[config.mk]
export PLATFORM = sky130hd
export DESIGN_NAME = uart_tx_framer
export DESIGN_NICKNAME = d
export VERILOG_FILES = /design/src/rtl/uart_tx_framer.sv
export SDC_FILE = /design/constraint.sdc
export NUM_CORES = 1
export LEC_CHECK = 0
export ABC_AREA = 1
export BUFFER_PORTS_ARGS = -buffer_cell sky130_fd_sc_hd__buf_2
export CORE_MARGIN = 4
export CORE_UTILIZATION = 40
export CTS_CLUSTER_SIZE = 8
export DETAILED_ROUTE_END_ITERATION = 16
export REMOVE_ABC_BUFFERS = 1
export SETUP_SLACK_MARGIN = 0.3
export SLEW_MARGIN = 20
export SYNTH_ARGS = -nofsm -noshare
export SYNTH_HDL_FRONTEND = slang
export SYNTH_SLANG_ARGS = --single-unit
[constraint.sdc]
create_clock -name clk -period 1.5 [get_ports clk]
set_input_delay 0 -clock clk [delete_from_list [all_inputs] [get_ports clk]]
set_output_delay 0 -clock clk [all_outputs]
set_load 0.01 [all_outputs]
[src/rtl/uart_tx_framer.sv]
// ----------------------------------------------------------------------------
// uart_tx_framer
//
// Serialises one byte per frame onto a UART line, one bit per clk edge:
//   start(0), data bits 0..7 (LSB first), optional parity, stop(1)
//   [, second stop(1) when UART_TX_STOP2_EN is defined].
// A frame is accepted on an edge where the FSM is idle and data_valid = 1.
// Requests arriving while a frame is in flight are dropped.
//
// Configuration macro:
//   UART_TX_STOP2_EN - append a second stop bit to every frame.
//
// Ports:
//   clk        in   bit clock, one serial bit per rising edge
//   rst        in   synchronous active-high reset
//   P_DATA     in   byte to send, latched on acceptance
//   data_valid in   send request
//   PAR_EN     in   insert parity bit, latched on acceptance
//   parity_bit in   parity value from upstream, sampled when leaving DATA
//   TX_OUT     out  serial line, idles high (registered)
//   busy       out  frame in progress (registered)
//   tx_done    out  one-cycle pulse once the frame has finished (registered)
// ----------------------------------------------------------------------------
module uart_tx_framer (
    input  logic       clk,
    input  logic       rst,
    input  logic [7:0] P_DATA,
    input  logic       data_valid,
    input  logic       PAR_EN,
    input  logic       parity_bit,
    output logic       TX_OUT,
    output logic       busy,
    output logic       tx_done
);

`ifdef UART_TX_STOP2_EN
    typedef enum logic [2:0] {
        StIdle,
        StStart,
        StData,
        StParity,
        StStop,
        StStop2
    } state_e;
`else
    typedef enum logic [2:0] {
        StIdle,
        StStart,
        StData,
        StParity,
        StStop
    } state_e;
`endif

    state_e     state_q, state_d;
    logic [2:0] cnt_q, cnt_d;
    logic [7:0] data_q, data_d;
    logic       par_en_q, par_en_d;
    logic       tx_q, tx_d;
    logic       busy_q, busy_d;
    logic       done_q, done_d;

    // Outputs are computed one state ahead so they can be driven from flops:
    // the value in tx_d is what the line shows in the state being entered.
    always_comb begin
        state_d  = state_q;
        cnt_d    = cnt_q;
        data_d   = data_q;
        par_en_d = par_en_q;
        tx_d     = 1'b1;
        busy_d   = 1'b1;
        done_d   = 1'b0;

        unique case (state_q)
            StIdle: begin
                busy_d = 1'b0;
                if (data_valid) begin
                    data_d   = P_DATA;
                    par_en_d = PAR_EN;
                    state_d  = StStart;
                    tx_d     = 1'b0;
                    busy_d   = 1'b1;
                end
            end
            StStart: begin
                state_d = StData;
                cnt_d   = 3'd0;
                tx_d    = data_q[0];
            end
            StData: begin
                if (cnt_q == 3'd7) begin
                    cnt_d = 3'd0;
                    if (par_en_q) begin
                        state_d = StParity;
                        tx_d    = parity_bit;
                    end else begin
                        state_d = StStop;
                    end
                end else begin
                    cnt_d = cnt_q + 3'd1;
                    tx_d  = data_q[cnt_q + 3'd1];
                end
            end
            StParity: begin
                state_d = StStop;
            end
`ifdef UART_TX_STOP2_EN
            StStop: begin
                state_d = StStop2;
            end
            StStop2: begin
                state_d = StIdle;
                busy_d  = 1'b0;
                done_d  = 1'b1;
            end
`else
            StStop: begin
                state_d = StIdle;
                busy_d  = 1'b0;
                done_d  = 1'b1;
            end
`endif
            default: begin
                state_d = StIdle;
                busy_d  = 1'b0;
            end
        endcase
    end

    always_ff @(posedge clk) begin
        if (rst) begin
            state_q  <= StIdle;
            cnt_q    <= 3'd0;
            data_q   <= 8'h00;
            par_en_q <= 1'b0;
            tx_q     <= 1'b1;
            busy_q   <= 1'b0;
            done_q   <= 1'b0;
        end else begin
            state_q  <= state_d;
            cnt_q    <= cnt_d;
            data_q   <= data_d;
            par_en_q <= par_en_d;
            tx_q     <= tx_d;
            busy_q   <= busy_d;
            done_q   <= done_d;
        end
    end

    assign TX_OUT  = tx_q;
    assign busy    = busy_q;
    assign tx_done = done_q;

endmodule

==> metrics.txt, run 1 <==
clk sinks=18; num rows=16; Hold WC Path Type=in -> reg; H-tree depth=1; pwr/cell area=1593 nW/um^2; final hold slack=0.01450 ns; CP max FO=3; core area=roughly 2000 um^2; crit share post-route=0.7742; Reg2Reg Setup Slack=approximately 0.34 ns; DR iter-0 viols=17; fin nets=153; CTS Root Cell=clkbuf_4; hold path depth=5; Synth Instances=110; starting density of the core=0.4177; first-pass GRT wire length=between 3 and 4 mm; die area=approximately 2800 um^2; GRT Util Overall=0.1500; relative slew slack=0.8362; Reg2Reg Launch Point=cnt_q[0]; I/O Buffers=15; Boundary Pins=16; DRC Markers=0; status=finished, final reports clean; wire per inst=11.10 um; commonest non-fill, non-tap cell in the layout=nand2_1; # fillers=200; CP endpoint kind=flop; share of the yosys chip area belonging to registers=0.4397; Setup TNS=0 ns; Die Width=53.27 um; Tmin final=1.161 ns; Final setup violation count=0; critical path launch point type=flop; Die Height=approximately 53 um; Syn Std Cell Area=between 800 and 900 um^2; CTS clock-pin slew for the worst setup and hold paths=approximately 0.11 ns; post-DP HPWL=about 1.3 mm; layout overhead on the synthesized area=31.91%; largest net degree at the start of global routing=14; Reg-to-Reg End=state_q[0]; layout cells sized above 1=0.2482; Avg Inst Size Synth=7.450 um^2; Seq cells post-synth=18; antenna violations before repair=0; CTS Buf Count=3; max-cap violations=0; final wirelength=1.821 mm; Worst-Skew Late Latency=between 0.2 and 0.3 ns; leak pwr=0.4540 nW; peak supply drop=0.0006724 V; Critical Path AT=between 1 and 1.5 ns; DRT antenna net count=0; total gr overflow=0; commonest cells after routing, fill and taps aside=nand2_1, dfxtp_1, nand3_1; clk_skew=0.0003635 ns; GPL Wtd Cong=0.8226; Max Clk Rate=861.1 MHz; CP required=1.68 ns; RSZ-0062 raised after global routing=yes; FF-to-FF path depth=6; vias in the first global route=721; library cells used by synthesis=20; Vias=775; CTS tree=built; synth warn=0; final hold vios=0; min-delay src=parity_bit; Max Buffers Root-to-Sink=2; critical path class=reg -> reg; TritonRoute pass-1 iters=4; max-slew violations=0; Min-Delay Endpoint=TX_OUT; DR vias/cell=between 4 and 5; antenna fix cells=0; slew at the pin closest to its max-slew limit=roughly 0.25 ns
==> synthesized netlist by cell type <==
| master | n | share of area |
|---|---|---|
| nand2_1 | 24 | 0.11 |
| inv_1 | 13 | 0.060 |
| o21ai_1 | 1 | 0.0061 |
| nand3_1 | 17 | 0.10 |
| nand3_2 | 1 | 0.012 |
| nor2_1 | 3 | 0.014 |
| buf_6 | 2 | 0.027 |
| o22ai_1 | 1 | 0.0076 |
| dfxtp_1 | 18 | 0.44 |
| nand2_2 | 1 | 0.0076 |
| nand2_4 | 1 | 0.014 |
| clkbuf_1 | 1 | 0.0046 |
| o21ai_0 | 3 | 0.018 |
| a31oi_1 | 1 | 0.0076 |
| inv_2 | 2 | 0.0092 |
| ha_1 | 2 | 0.031 |
| o21ai_2 | 1 | 0.011 |
| nor2_4 | 1 | 0.014 |
| nor3_1 | 4 | 0.024 |
| a21oi_1 | 13 | 0.079 |
==> registers in the layout (all words and copies together), names as in the netlist <==
register and cells:
state_q 3, cnt_q 3, tx_done 1, busy 1, par_en_q 1, data_q 8
TX_OUT 1
==> kinds of logic (layout without fill, tap and decap cells) <==
family | count (synthesis) | in the layout | synth area share
AOI/OAI and AO/OA | 20 | 20 | 0.1298
adders and majority gates | 2 | 2 | 0.03053
buffers and inverters | 18 | 45 | 0.1008
DFF | 18 | 18 | 0.4397
and+or+nand+nor | 52 | 52 | 0.2992
==> worst max path at each step <==
stage | startpoint | end
finish | cnt_q[0] | state_q[0]
CTS | cnt_q[0] | TX_OUT
floorplan | cnt_q[0] | TX_OUT
global placement | cnt_q[0] | TX_OUT
global route | state_q[2] | state_q[0]
detailed placement | cnt_q[0] | state_q[0]
==> metrics by stage <==
step                power (mW)  worst slack, ns    util  instances  instance area [um^2]
floorplan                1.168           0.2919       -        107                 793.3
global placement         1.355           0.2111  0.4636        150                 909.6
detailed placement       1.366           0.1895  0.4636        150                 909.6
CTS                      1.716           0.3040  0.5427        164                  1065
global route             1.844           0.2882  0.5510        164                  1081
finish                   1.722           0.3387  0.5510        164                  1081
==> layout make-up <==
class	count	area, um^2	share of cell area
multi-input cells	74	409.1	0.3785
flip-flops and latches	18	365.4	0.3380
repair buffers	26	180.2	0.1667
inverters	15	56.30	0.05208
clock buffers	4	36.28	0.03356
well taps	27	33.78	0.03125
==> worst max-delay path, stage by stage (launching register included) <==
cell     delay (ns)
dfxtp_4        0.37
ha_4           0.16
ha_4           0.16
nor2_2         0.13
inv_1          0.07
o21ai_1        0.11
nor3_1         0.06
==> where the power goes <==
part	internal [mW]	switching (mW)	leakage [nW]
Combinational	0.294	0.443	0.284
Sequential	0.607	0.0774	0.149
Clock	0.148	0.154	0.0210
Total	1.05	0.674	0.454
==> per-layer routing <==
metal,global-route usage,vias to the layer above,routed length [um],share of wire
li1,-,417,-,-
met1,0.1778,342,858,0.47
met2,0.2551,14,878,0.48
met3,0.02535,2,65,0.036
met4,0.07660,0,18,0.0099
met5,0,-,0,0
==> timing repair <==
item                                   CTS  global route
pin swaps                                0             1
buffers inserted                         1             0
endpoints found under the hold margin    9             0
hold buffers                             9             0
resized for setup                        5             4
setup endpoints to repair                6             4
Note: power is estimated with default switching activity, not from simulation.
==> inputs of run 2 (changes only) <==
==> constraint.sdc (replaced) <==
create_clock -name clk -period 1.1 [get_ports clk]
set_input_delay 0 -clock clk [delete_from_list [all_inputs] [get_ports clk]]
set_output_delay 0 -clock clk [all_outputs]
set_load 0.01 [all_outputs]
==> run 2 against run 1 <==
The run now ends with setup timing left. Clock-buffer cell count unchanged. Critical endpoint is now TX_OUT. Largest cell class unchanged. Flip-flop and latch count unchanged. Via count up 7.2%. Setup slack worse by 0.35 ns. Register-to-register slack worse by 0.35 ns. Sequential power up 42%. Global-route usage up 1.1 points. Critical path depth up 1. Sequential share of layout area down 5.8 points. Combinational power up 120%.
==> metrics.txt, run 2 (synthesis results as in run 1) <==
final cell count without fillers=172 (was 164); Critical Path AT=1.30 ns (was 1.34 ns); Die Height=53.27 um (unchanged); Die Width=53.27 um (unchanged); final wirelength=2.121 mm (was 1.821 mm); GRT Util Overall=0.1610 (was 0.1500); failing checks=setup timing; commonest cells after routing, fill and taps aside=nand2_1, buf_2, dfxtp_1 (was nand2_1, dfxtp_1, nand3_1); dpl cells=153 (was 150); DR vias/cell=4.831 (was 4.726); critical path class=reg -> reg (unchanged); RSZ-0062 raised after global routing=yes (unchanged); Largest Register=data_q (unchanged); Final Util=0.6818 (was 0.5510); Reg2Reg Setup Slack=-0.01 ns (was 0.34 ns); Reg2Reg Launch Point=cnt_q[1] (was cnt_q[0]); core area=1962 um^2 (unchanged); max-slew violations=0 (unchanged); CP endpoint kind=flop (unchanged); Reg-to-Reg End=TX_OUT (was state_q[0]); largest net degree at the start of global routing=13 (was 14); total gr overflow=0 (unchanged); DRT met1 WL=910 um (was 858 um); CP cell instances=ha_4 > ha_4 > inv_2 > nand3_2 > nand3_2 > nand2_1 > nand2_1 (was ha_4 > ha_4 > nor2_2 > inv_1 > o21ai_1 > nor3_1); Worst-Skew Late Latency=0.28 ns (was 0.29 ns); layout overhead on the synthesized area=63.21% (was 31.91%); slew at the pin closest to its max-slew limit=0.2792 ns (was 0.2457 ns); register area=374.1 um^2 (was 365.4 um^2); relative slew slack=0.8139 (was 0.8362); Worst path slowest cell=dfxtp_2 (was dfxtp_4); Vias=831 (was 775); DR iter-0 viols=4 (was 17); starting density of the core=0.4177 (unchanged); crit share post-route=1.013 (was 0.7742); commonest non-fill, non-tap cell in the layout=nand2_1 (unchanged); TritonRoute pass-1 iters=2 (was 4); antenna violations before repair=0 (unchanged); CTS Root Cell=clkbuf_4 (unchanged); num rows=16 (unchanged); status=complete, but fails checks (was finished, final reports clean); area of the multi-input gates=560.5 um^2 (was 409.1 um^2); wire per inst=12.33 um (was 11.10 um); Max Buffers Root-to-Sink=2 (unchanged); CP required=1.29 ns (was 1.68 ns); hold path depth=5 (unchanged); vias in the first global route=823 (was 721); Min-Delay Endpoint=TX_OUT (unchanged); pwr/cell area=2229 nW/um^2 (was 1593 nW/um^2); peak supply drop=0.001235 V (was 0.0006724 V); die area=2837 um^2 (unchanged); antenna fix cells=0 (unchanged); met3 WL=77 um (was 65 um); GPL Wtd Cong=0.8599 (was 0.8226); metal2 WL=1.094 mm (was 878 um); Largest regs=data_q x8, cnt_q x3, state_q x3 (unchanged); fin nets=161 (was 153); I/O Buffers=15 (unchanged); Final setup violation count=1 (was 0); max reg flops=8 (unchanged); post-DP HPWL=1.353 mm (was 1.310 mm); final hold slack=0.04174 ns (was 0.01450 ns); clk sinks=18 (unchanged); fin worst setup slack=-0.01450 ns (was 0.3387 ns); CP max FO=3 (unchanged); clk_skew=0.005890 ns (was 0.0003635 ns); Tmin final=1.114 ns (was 1.161 ns); CTS tree=built (unchanged); Max Clk Rate=897.3 MHz (was 861.1 MHz); DRC Markers=0 (unchanged); first-pass GRT wire length=3.332 mm (was 3.056 mm); DRT antenna net count=0 (unchanged); final hold vios=0 (unchanged); CTS Buf Count=3 (unchanged); layout cells sized above 1=0.5448 (was 0.2482); min-delay src=parity_bit (unchanged); Hold WC Path Type=in -> reg (unchanged); FF-to-FF path depth=7 (was 6); CTS clock-pin slew for the worst setup and hold paths=0.10 ns (was 0.11 ns); # fillers=172 (was 200); peak per-stage delay on the critical path=0.35 ns (was 0.37 ns); critical path launch point type=flop (unchanged); max layer used=met4 (unchanged); H-tree depth=1 (unchanged); max-cap violations=0 (unchanged); Boundary Pins=16 (unchanged); leak pwr=0.5404 nW (was 0.4540 nW)
[run 2: cell count changes in the layout (fill, tap and decap cells not counted), sizes merged]
cell  previous run  this run
buf             17        25
[run 2: stage by stage]
stage	area, um^2	worst slack (ns)	TNS (ns)	total power, mW
6_report	1338	-0.01450	-0.01450	2.982
3_5_place_dp	932.1	-0.1513	-0.5188	1.899
5_1_grt	1338	-0.05337	-0.1241	3.180
4_1_cts	1209	-0.02220	-0.02220	2.645
2_1_floorplan	793.3	-0.1081	-0.3450	1.592
3_3_place_gp	932.1	-0.1110	-0.2850	1.880
[run 2: layout make-up]
| type | count | share of cell area |
|---|---|---|
| Clock buffer | 4 | 0.02713 |
| Timing Repair Buffer | 34 | 0.1974 |
| Tap cell | 27 | 0.02526 |
| Inverter | 15 | 0.05145 |
| Multi-Input combinational cell | 74 | 0.4191 |
| Sequential cell | 18 | 0.2797 |
[run 2: worst max-delay path: cells and delay by family, from the launching register on]
kind | cells | cell delay [ns]
adder cells (fa/ha/maj) | 2 | 0.43
buffers and inverters | 1 | 0.03
flip-flops | 1 | 0.35
AND/OR/NAND/NOR | 4 | 0.21
[run 2: repair_timing]
action / in CTS / in global routing
gates cloned: 0 / 0
hold endpoints to repair: 8 / 1
resized for setup: 36 / 25
setup endpoints to repair: 18 / 18
hold buffers: 8 / 1
pin swaps: 19 / 7
setup buffers: 3 / 3
[run 2: power by group]
part	switching, mW	internal, mW	leakage (nW)
Clock	0.190	0.201	0.0210
Combinational	0.895	0.724	0.369
Sequential	0.129	0.844	0.151
[run 2: worst max-delay path by stage]
stage | startpoint | to | slack [ns]
after floorplan | cnt_q[0] | TX_OUT | -0.11
after global placement | cnt_q[0] | TX_OUT | -0.11
after detailed placement | cnt_q[0] | TX_OUT | -0.15
after CTS | cnt_q[1] | TX_OUT | -0.02
after global routing | cnt_q[1] | TX_OUT | -0.05
final | cnt_q[1] | TX_OUT | -0.01
[run 2: metal layers]
layer	vias to the layer above	global-route usage
met5	-	0
met4	0	0.07234
met3	4	0.02535
met2	15	0.2878
met1	382	0.1843
li1	430	-
